===== src/rtl/barrel_shifter_pkg.sv =====
// Shared constants for the barrel shifter slice.
// Optional rotate support is enabled by defining BARREL_SHIFTER_ROTATE_EN.
package barrel_shifter_pkg;

    localparam int DEFAULT_WIDTH = 8;

    localparam logic DIR_LEFT  = 1'b0;
    localparam logic DIR_RIGHT = 1'b1;

endpackage


===== src/rtl/barrel_shifter_stage.sv =====
// One log-shifter stage: shifts (or rotates) by the fixed distance DIST when enabled.
// The rot_i input exists only when BARREL_SHIFTER_ROTATE_EN is defined.
module barrel_shifter_stage
    import barrel_shifter_pkg::*;
#(
    parameter int WIDTH = DEFAULT_WIDTH,
    parameter int DIST  = 1
) (
    input  logic [WIDTH-1:0] data_i,
    input  logic             en_i,
    input  logic             dir_i,
`ifdef BARREL_SHIFTER_ROTATE_EN
    input  logic             rot_i,
`endif
    output logic [WIDTH-1:0] data_o
);

    always_comb begin
        data_o = data_i;
        if (en_i) begin
            if (dir_i == DIR_RIGHT) begin
                data_o = data_i >> DIST;
`ifdef BARREL_SHIFTER_ROTATE_EN
                // Bits leaving the LSB end re-enter at the MSB end.
                if (rot_i) begin
                    data_o = (data_i >> DIST) | (data_i << (WIDTH - DIST));
                end
`endif
            end else begin
                data_o = data_i << DIST;
`ifdef BARREL_SHIFTER_ROTATE_EN
                if (rot_i) begin
                    data_o = (data_i << DIST) | (data_i >> (WIDTH - DIST));
                end
`endif
            end
        end
    end

endmodule


===== src/rtl/barrel_shifter_unit.sv =====
// Logarithmic barrel shifter with a one-cycle registered output and valid bit.
// Defining BARREL_SHIFTER_ROTATE_EN adds the rot port and rotate mode.
module barrel_shifter_unit
    import barrel_shifter_pkg::*;
#(
    parameter int WIDTH = DEFAULT_WIDTH
) (
    input  logic                       clk,
    input  logic                       rst_n,
    input  logic                       in_vld,
    input  logic [WIDTH-1:0]           in,
    input  logic [$clog2(WIDTH)-1:0]   shamt,
    input  logic                       dir,
`ifdef BARREL_SHIFTER_ROTATE_EN
    input  logic                       rot,
`endif
    output logic                       out_vld,
    output logic [WIDTH-1:0]           out
);

    localparam int SHW = $clog2(WIDTH);

    logic [WIDTH-1:0] stageData [SHW+1];
    logic [WIDTH-1:0] out_d, out_q;
    logic             vld_d, vld_q;

    assign stageData[0] = in;

    // Stage k contributes a shift of 2^k when shamt[k] is set.
    for (genvar k = 0; k < SHW; k++) begin : g_stage
        barrel_shifter_stage #(
            .WIDTH (WIDTH),
            .DIST  (1 << k)
        ) u_stage (
            .data_i (stageData[k]),
            .en_i   (shamt[k]),
            .dir_i  (dir),
`ifdef BARREL_SHIFTER_ROTATE_EN
            .rot_i  (rot),
`endif
            .data_o (stageData[k+1])
        );
    end

    always_comb begin
        vld_d = in_vld;
        out_d = out_q;
        if (in_vld) begin
            out_d = stageData[SHW];
        end
    end

    always_ff @(posedge clk or negedge rst_n) begin
        if (!rst_n) begin
            out_q <= '0;
            vld_q <= 1'b0;
        end else begin
            out_q <= out_d;
            vld_q <= vld_d;
        end
    end

    assign out     = out_q;
    assign out_vld = vld_q;

endmodule


===== config.mk =====
export PLATFORM = sky130hd
export DESIGN_NAME = barrel_shifter_unit
export DESIGN_NICKNAME = d
export VERILOG_FILES = /design/src/rtl/barrel_shifter_pkg.sv /design/src/rtl/barrel_shifter_stage.sv /design/src/rtl/barrel_shifter_unit.sv
export SDC_FILE = /design/constraint.sdc
export NUM_CORES = 1
export LEC_CHECK = 0
export CAP_MARGIN = 30
export CORE_UTILIZATION = 38
export DETAILED_ROUTE_END_ITERATION = 10
export HOLD_SLACK_MARGIN = 0.12
export PLACE_DENSITY = 0.77
export REMOVE_ABC_BUFFERS = 1
export SLEW_MARGIN = 30
export SYNTH_ARGS = -nofsm -noshare
export SYNTH_HDL_FRONTEND = slang
export SYNTH_SLANG_ARGS = --single-unit

===== constraint.sdc =====
create_clock -name clk -period 0.8 [get_ports clk]
set_input_delay 0.16 -clock clk [delete_from_list [all_inputs] [get_ports clk]]
set_output_delay 0.16 -clock clk [all_outputs]
set_load 0.01 [all_outputs]

* Yosys cells after proc, flatten, opt, wreduce, memory -nomap -nowiden
Cells that the tools add are included.
** Word-level totals
- Bits in registers :: 9
- Input port bits :: 15
- Output and inout port bits :: 9
- Word-level logic and storage cells :: 8
** Operators by class
- Muxes and demuxes :: 6
** Operators with widths (number)
- 2-to-1 mux 8 bit :: 6

* Longest topological paths before layout
Gate-level depths: netlist of the first run.
- Word-level depth :: 6
- Gate-level depth with buffers :: 6
- Gate-level depth less buffers :: 4

* Hierarchy
Synthesis of the first run repeated with hierarchy kept, for this count alone.
** Second synthesis, totals
- Cell total of the unflattened synthesis :: 93
- Area total of the unflattened synthesis :: 812.0 µm²
** Modules (own cells, without submodules)
- barrel_shifter_unit :: times used 1, cells an instance 18, area an instance 356.6 µm², seq. area each 225.2 µm²
- barrel_shifter_stage at g_stage[0].u_stage :: times used 1, cells an instance 27, area an instance 172.7 µm², seq. area each 0.0 µm²
- barrel_shifter_stage at g_stage[1].u_stage :: times used 1, cells an instance 27, area an instance 165.2 µm², seq. area each 0.0 µm²
- barrel_shifter_stage at g_stage[2].u_stage :: times used 1, cells an instance 21, area an instance 117.6 µm², seq. area each 0.0 µm²

* Least setup slack after synthesis of the first run
Ideal clock, no wire load.
- Path kind :: input port to flip-flop
- Start point :: input port shamt[0]
- End point :: register out_q[0], in the netlist out[0]
- Library setup time :: 0.138 ns
- Arrival :: 0.876 ns
- Required time :: 0.662 ns
- Setup slack :: -0.214 ns
- Stages :: 6
- Path buffers :: 2
- Cells stage by stage :: buf_6 buf_8 mux2i_1 o22ai_1 a21oi_2 o221ai_1
** Between the ends
- Word-level cells in the longest chain between the ends :: 5
** Ends and longest elaborated chain
- from (decl) :: line barrel_shifter_unit.sv:12 : input logic [$clog2(WIDTH)-1:0] shamt,
- 2-to-1 mux 8 bit * :: line barrel_shifter_stage.sv:20 : if (en_i) begin
- 2-to-1 mux 8 bit :: line barrel_shifter_stage.sv:21 : if (dir_i == DIR_RIGHT) begin
- 2-to-1 mux 8 bit * :: line barrel_shifter_stage.sv:20
- 2-to-1 mux 8 bit :: line barrel_shifter_stage.sv:21
- 2-to-1 mux 8 bit * :: line barrel_shifter_stage.sv:20
- to (signal assigned) :: line barrel_shifter_unit.sv:58 : out_q <= out_d;
- to (decl) :: line barrel_shifter_unit.sv:24 : logic [WIDTH-1:0] out_d, out_q;
Every way passes the cells marked *; elsewhere a longest branch is shown, timed or not.
A chain may end at the register's enable or synchronous reset.

* Worst setup path after layout of the first run
- Start point :: register out_q[4], in the netlist out[4]
- End point :: output port out[4]
** RTL lines
- to (decl) :: line barrel_shifter_unit.sv:18 : output logic [WIDTH-1:0] out
No word-level cell between the ends.

==> impl_results.md, run 1 <==
* PnR worst setup slack at -0.196 ns
* WP buf/inv at 1
* Startpoint kind of the worst setup timing path: flip-flop
* Sort of element at the end of the critical path: primary output
* Ordered cell list for the critical path: buf_6
* Pwr/cell area at between 1000 and 1500 nW/um^2
* Most common cell after layout, fill and taps aside: sky130_fd_sc_hd__buf_4
* Clock tree from TritonCTS: yes
* Maximum count of clock buffers along a single path at 2
* Worst setup path class: flip-flop to primary output
* Instance area at placement at between 1000 and 1500 sq um
* Clock latency of the later-clocked register in the worst-skew pair at 0.28 ns
* Number of antenna violations at the first check in global routing at 0
* Register-to-register setup slack at -0.11 ns
* Relative area change from synthesis to final layout at 87.7%
* Cell type of the slowest stage on the worst timing path: sky130_fd_sc_hd__dfrtp_1
* Nets at 173
* Standard cell core area at around 2000 sq um
* Maximum number of pins on one net before global-route repair at 13
* Aggregate global routing overflow at 0
* Total detailed-routing wirelength at 3700 um
* Cell Area, Synth at roughly 850 sq um
* Run status: finished, violations left
* Post-synth EDFFs at 0
* Period utilisation layout at 125%
* Overall routing resource usage at 29.7%
* Failing checks: setup timing
* Top fanout value on the critical path at 2
* # H-tree levels at 1
* Commonest cells after routing, fill and taps aside: sky130_fd_sc_hd__buf_4 (21), sky130_fd_sc_hd__buf_2 (14), sky130_fd_sc_hd__buf_6 (10)
* Top Family by Delay on Critical Path: flip-flops
* Width of the die at between 40 and 50 um
* Hold Fails Final Rpt at 0
* Vias post-DR at around 1100
* Core Rows at 16
* Routed length per instance at 20.1 um
* R2r worst-path depth at 3
* Vias in the first global route at approximately 1100
* LEAKAGE at 0.726 nW
* Layout cells sized above 1 at about three fifths
* Total power at around 1.8 mW
* Final period demand of the worst path at 0.996 ns
* DRC errors left at 0
* IO Port Bufs at 23
* Maximum vdd ir drop at just under 1000 uV
* Setup Slack @ Placement at -0.804 ns
* Async set-or-reset flop fraction in the synthesized netlist at 100%
* Share of synthesized area occupied by flip-flops and latches at between 20% and 30%
* Final weighted congestion of routability-driven global placement at approximately 0.94
* Top flip-flop cell by instance count after synthesis: sky130_fd_sc_hd__dfrtp_1
* Endpoint of the most critical register-to-register path: out[5]$_DFFE_PN0P_
* Clock transition time at the flip-flop clock pins of the worst setup and hold paths at approximately 0.08 ns
* Post-Syn Instances at 101
* Number of antenna diodes at 0
* Detailed Place HPWL at around 1900 um
* Number of failing setup endpoints in the final timing report at 17
* Root Driver: sky130_fd_sc_hd__clkbuf_4
* Fillers at between 100 and 150
* Post-Layout Inst Area at roughly 1600 sq um
* TritonCTS Buffers at 3
* Number of different library cells in the post-synthesis netlist at 28
* DRC violation total after the first TritonRoute iteration at 46
* Number of vias per cell after detailed routing at about 6
* Worst Path Required at ~0.64 ns
* Number of optimization iterations in the first detailed-route pass at 6
* Mean instance size in the synthesized netlist at around 8.4 sq um
* # Max-Cap Violations at 0
* Worst-Margin Slew at 0.323 ns
* Worst min path class: primary input to asynchronous set/reset pin
* Die outline height at between 40 and 50 um
* Global-route wire length before repair at approximately 5400 um
* Worst slew margin at around 78%
* Delay of the slowest cell on the worst path at ~0.41 ns
* Effective utilization at floorplan at roughly two fifths
* Final Max Slew Viols at 0
* Total clock sinks at 9
* Clock skew after layout at 0 ns
* Launch instance of the worst register-to-register path: out[5]$_DFFE_PN0P_
* Achievable frequency at 1.00 GHz
* Top Ports at 24
* Register bit total from synthesis at 9
* Yosys warning total at 0
* Area of the die at about 2400 sq um
* RSZ-0062 raised after global routing: true
* Endpoint arrival time on the critical path at about 0.84 ns
* Post-DRT Antenna Nets at 0
[cell usage after synthesis, types with 2 or more instances]
cell type                  count  area [sq um]
sky130_fd_sc_hd__o22ai_1       3          18.8
sky130_fd_sc_hd__inv_1         5          18.8
sky130_fd_sc_hd__o21ai_0       7          35.0
sky130_fd_sc_hd__mux2i_1      17           170
sky130_fd_sc_hd__nand3_1       4          20.0
sky130_fd_sc_hd__o221ai_1      2          17.5
sky130_fd_sc_hd__nor2_1       11          41.3
sky130_fd_sc_hd__a211oi_1      4          30.0
sky130_fd_sc_hd__nand2b_1      6          37.5
sky130_fd_sc_hd__buf_4         2          15.0
sky130_fd_sc_hd__buf_6         4          45.0
sky130_fd_sc_hd__o21ai_1       3          15.0
sky130_fd_sc_hd__dfrtp_1       9           225
sky130_fd_sc_hd__a21oi_1       4          20.0
sky130_fd_sc_hd__nand2_1       7          26.3
[flip-flops by register name, summed over array words and instances (netlist names)]
register / cells
out_vld: 1
out: 8
[kinds of logic (layout without fill, tap and decap cells)]
family          count (synthesis)  in the layout  share of synthesized area [%]
simple gates                   33             33                           20.3
compound gates                 29             29                           21.9
mux                            17             17                           20.0
buf+inv                        13             69                           11.5
flops                           9              9                           26.4
[worst max path at each step]
stage / start / to / slack, ns / depth (start not counted)
2_1_floorplan: shamt[0] / out[3]$_DFFE_PN0P_ / -0.09 / 3
3_3_place_gp: dir / out[1]$_DFFE_PN0P_ / -0.81 / 6
3_5_place_dp: dir / out[1]$_DFFE_PN0P_ / -0.80 / 6
4_1_cts: out[4]$_DFFE_PN0P_ / out[4] / -0.18 / 1
5_1_grt: shamt[0] / out[2]$_DFFE_PN0P_ / -0.21 / 7
6_report: out[4]$_DFFE_PN0P_ / out[4] / -0.20 / 1
[power breakdown]
group	switching (mW)	leakage [nW]	internal, mW	total (mW)
combinational	0.434	0.595	0.467	0.901
sequential	0.0268	0.115	0.504	0.531
clock	0.217	0.0150	0.195	0.412
total	0.678	0.726	1.17	1.84
[through the flow]
stage / instances / hold WS (ns) / TNS [ns] / util, %
5_1_grt: 184 / 0.172 / -2.85 / 78.3
2_1_floorplan: 94 / -0.136 / -0.141 / -
6_report: 184 / 0.149 / -2.42 / 78.3
3_3_place_gp: 166 / 0.457 / -8.07 / 60.3
4_1_cts: 181 / 0.172 / -1.79 / 74.3
3_5_place_dp: 166 / 0.465 / -8.29 / 60.3
[area by class of cell]
cell class | count | area (sq um) | area share [%]
Clock buffer | 4 | 26.3 | 1.64
Multi-Input combinational cell | 79 | 724 | 45.3
Inverter | 6 | 22.5 | 1.41
Timing Repair Buffer | 59 | 567 | 35.4
Tap cell | 27 | 33.8 | 2.11
Sequential cell | 9 | 225 | 14.1
[timing repair]
item | in CTS | in global routing
hold buffers | 0 | 1
gates resized for setup | 132 | 20
hold endpoints to repair | 0 | 1
setup endpoints to repair | 17 | 17
cloned | 3 | 0
buffers inserted | 10 | 3
pin swaps | 22 | 12
[per-layer routing]
layer | vias to the layer above | GRT usage [%] | part of all wire [%]
met4 | 0 | 10.3 | 2.9
met2 | 64 | 53.0 | 53
met3 | 16 | 4.05 | 6.5
li1 | 486 | - | -
met1 | 526 | 35.8 | 38
met5 | - | 0 | 0
Power figures use the tool's default switching activity.
==> run 2: changes to the inputs <==
SKIP_LAST_GASP = 1   (was default)
==> run 2 against run 1 <==
The flow still finishes with violations (setup timing). Fmax decreased by 1.0%. Non-clock buffer count increased by 1. Total power increased by 1.4%. Sequential share of layout area decreased by 0.18 points. Combinational power increased by 2.8%. Largest power group unchanged. Die area unchanged. Worst hold slack improved by 0.0090 ns. Register-to-register slack got worse by 0.02 ns. Critical path type unchanged.
==> impl_results.md, run 2 (synthesized netlist as in run 1, its figures left out) <==
* Commonest cells after routing, fill and taps aside: sky130_fd_sc_hd__buf_4 (23), sky130_fd_sc_hd__buf_2 (14), sky130_fd_sc_hd__mux2i_1 (10) (was sky130_fd_sc_hd__buf_4 (21), sky130_fd_sc_hd__buf_2 (14), sky130_fd_sc_hd__buf_6 (10))
* Width of the die at 49.4 um (unchanged)
* # H-tree levels at 1 (unchanged)
* Period utilisation layout at 126% (was 125%)
* DRC violation total after the first TritonRoute iteration at 59 (was 46)
* Failing checks: setup timing (unchanged)
* Maximum vdd ir drop at 838 uV (was 978 uV)
* Relative area change from synthesis to final layout at 90.2% (was 87.7%)
* Post-DRT Antenna Nets at 0 (unchanged)
* Combined area of the multi-input logic cells at 723 sq um (was 724 sq um)
* Achievable frequency at 0.994 GHz (was 1.00 GHz)
* Setup Slack @ Placement at -0.804 ns (unchanged)
* Run status: finished, violations left (unchanged)
* Number of antenna diodes at 0 (unchanged)
* Number of antenna violations at the first check in global routing at 0 (unchanged)
* Total clock sinks at 9 (unchanged)
* Number of vias per cell after detailed routing at 6.03 (was 5.93)
* PnR worst setup slack at -0.206 ns (was -0.196 ns)
* Final period demand of the worst path at 1.01 ns (was 0.996 ns)
* Endpoint arrival time on the critical path at 0.85 ns (was 0.84 ns)
* Area of the die at 2440 sq um (unchanged)
* Most common cell after layout, fill and taps aside: sky130_fd_sc_hd__buf_4 (unchanged)
* LEAKAGE at 0.738 nW (was 0.726 nW)
* Die outline height at 49.4 um (unchanged)
* Number of optimization iterations in the first detailed-route pass at 4 (was 6)
* Top Family by Delay on Critical Path: flip-flops (unchanged)
* Fillers at 125 (was 130)
* TritonCTS Buffers at 3 (unchanged)
* WP buf/inv at 1 (unchanged)
* Reg area at 225 sq um (unchanged)
* Final weighted congestion of routability-driven global placement at 0.937 (unchanged)
* Final Max Slew Viols at 0 (unchanged)
* Root Driver: sky130_fd_sc_hd__clkbuf_4 (unchanged)
* Nets at 174 (was 173)
* Number of failing setup endpoints in the final timing report at 17 (unchanged)
* Worst-Margin Slew at 0.280 ns (was 0.323 ns)
* Detailed Place HPWL at 1870 um (unchanged)
* Sort of element at the end of the critical path: primary output (unchanged)
* Overall routing resource usage at 29.4% (was 29.7%)
* Routed length per instance at 21.3 um (was 20.1 um)
* Clock skew after layout at 0 ns (unchanged)
* Clock tree from TritonCTS: yes (unchanged)
* Post-Layout Inst Area at 1620 sq um (was 1600 sq um)
* Maximum count of clock buffers along a single path at 2 (unchanged)
* # Max-Cap Violations at 0 (unchanged)
* Total detailed-routing wirelength at 3950 um (was 3700 um)
* Aggregate global routing overflow at 0 (unchanged)
* Final total negative setup slack at -2.59 ns (was -2.42 ns)
* Hold Fails Final Rpt at 0 (unchanged)
* Core Rows at 16 (unchanged)
* Delay of the slowest cell on the worst path at 0.41 ns (about the same)
* Top fanout value on the critical path at 2 (unchanged)
* Number of flip-flops under the largest register name at 8 (unchanged)
* Worst setup path class: flip-flop to primary output (unchanged)
* Clock transition time at the flip-flop clock pins of the worst setup and hold paths at 0.08 ns (about the same)
* Worst slew margin at 81.3% (was 78.4%)
* Vias post-DR at 1115 (was 1092)
* DRC errors left at 0 (unchanged)
* Standard cell core area at 2040 sq um (unchanged)
* IO Port Bufs at 23 (unchanged)
* Top Ports at 24 (unchanged)
* Cell type of the slowest stage on the worst timing path: sky130_fd_sc_hd__dfrtp_1 (unchanged)
* Vias in the first global route at 1111 (was 1114)
* Instance area at placement at 1230 sq um (unchanged)
* Global-route wire length before repair at 5320 um (was 5380 um)
* Worst Path Required at 0.64 ns (about the same)
* RSZ-0062 raised after global routing: true (unchanged)
* Effective utilization at floorplan at 41.7% (unchanged)
* Pwr/cell area at 1150 nW/um^2 (about the same)
* Clock latency of the later-clocked register in the worst-skew pair at 0.28 ns (about the same)
* Maximum number of pins on one net before global-route repair at 13 (unchanged)
* Ordered cell list for the critical path: buf_2 (was buf_6)
* Layout cells sized above 1 at 58.9% (was 58.6%)
* Worst min path class: primary input to asynchronous set/reset pin (unchanged)
* Startpoint kind of the worst setup timing path: flip-flop (unchanged)
[run 2: cell types whose count changed in the layout (fill, tap and decap cells not counted), sizes merged]
cell,previous run,this run
buf,52,54
clkdlybuf4s15,4,3
[run 2: layout make-up]
cell class	count	area share, %
tap	27	2.08
multi-input combinational	79	44.6
inverter	6	1.39
timing repair buffer	60	36.4
clock buffer	4	1.62
sequential	9	13.9
[run 2: worst paths after layout]
path	to	cells after the start	slack [ns]	startpoint
worst max-delay path	out[1]	1	-0.21	out[1]$_DFFE_PN0P_
min in group clk	out[2]$_DFFE_PN0P_	2	0.23	in_vld
worst min register to register	out[7]$_DFFE_PN0P_	3	0.57	out[7]$_DFFE_PN0P_
max in group asynchronous	out[7]$_DFFE_PN0P_	2	0.50	rst_n
worst max register to register	out[4]$_DFFE_PN0P_	3	-0.13	out[4]$_DFFE_PN0P_
worst min-delay path	out_vld$_DFF_PN0_	2	0.16	rst_n
[run 2: metrics by stage]
stage / power, mW / util [%] / hold WS, ns / cells
2_1_floorplan: 0.758 / - / -0.136 / 94
3_3_place_gp: 1.16 / 60.3 / 0.457 / 166
3_5_place_dp: 1.18 / 60.3 / 0.465 / 166
4_1_cts: 1.68 / 73.8 / 0.172 / 181
5_1_grt: 1.93 / 79.4 / 0.172 / 185
6_report: 1.87 / 79.4 / 0.158 / 185
[run 2: repair_timing]
item	4_1_cts	5_1_grt
hold endpoints to repair	0	1
gates cloned	3	0
hold buffers	0	1
pin swaps	22	14
buffers inserted	10	4
endpoints found under the setup margin	17	17
gates resized for setup	129	27
[run 2: metal layers]
metal / part of all wire (%) / up-vias / track usage (%)
li1: - / 482 / -
met3: 6.6 / 26 / 3.74
met5: 0 / - / 0
met2: 50 / 71 / 51.1
met4: 5.6 / 0 / 13.7
met1: 38 / 536 / 35.4
[run 2: power breakdown]
part	leakage, nW	switching (mW)	internal, mW
clock	0.0150	0.215	0.194
combinational	0.608	0.447	0.479
sequential	0.115	0.0303	0.504
total	0.738	0.692	1.18
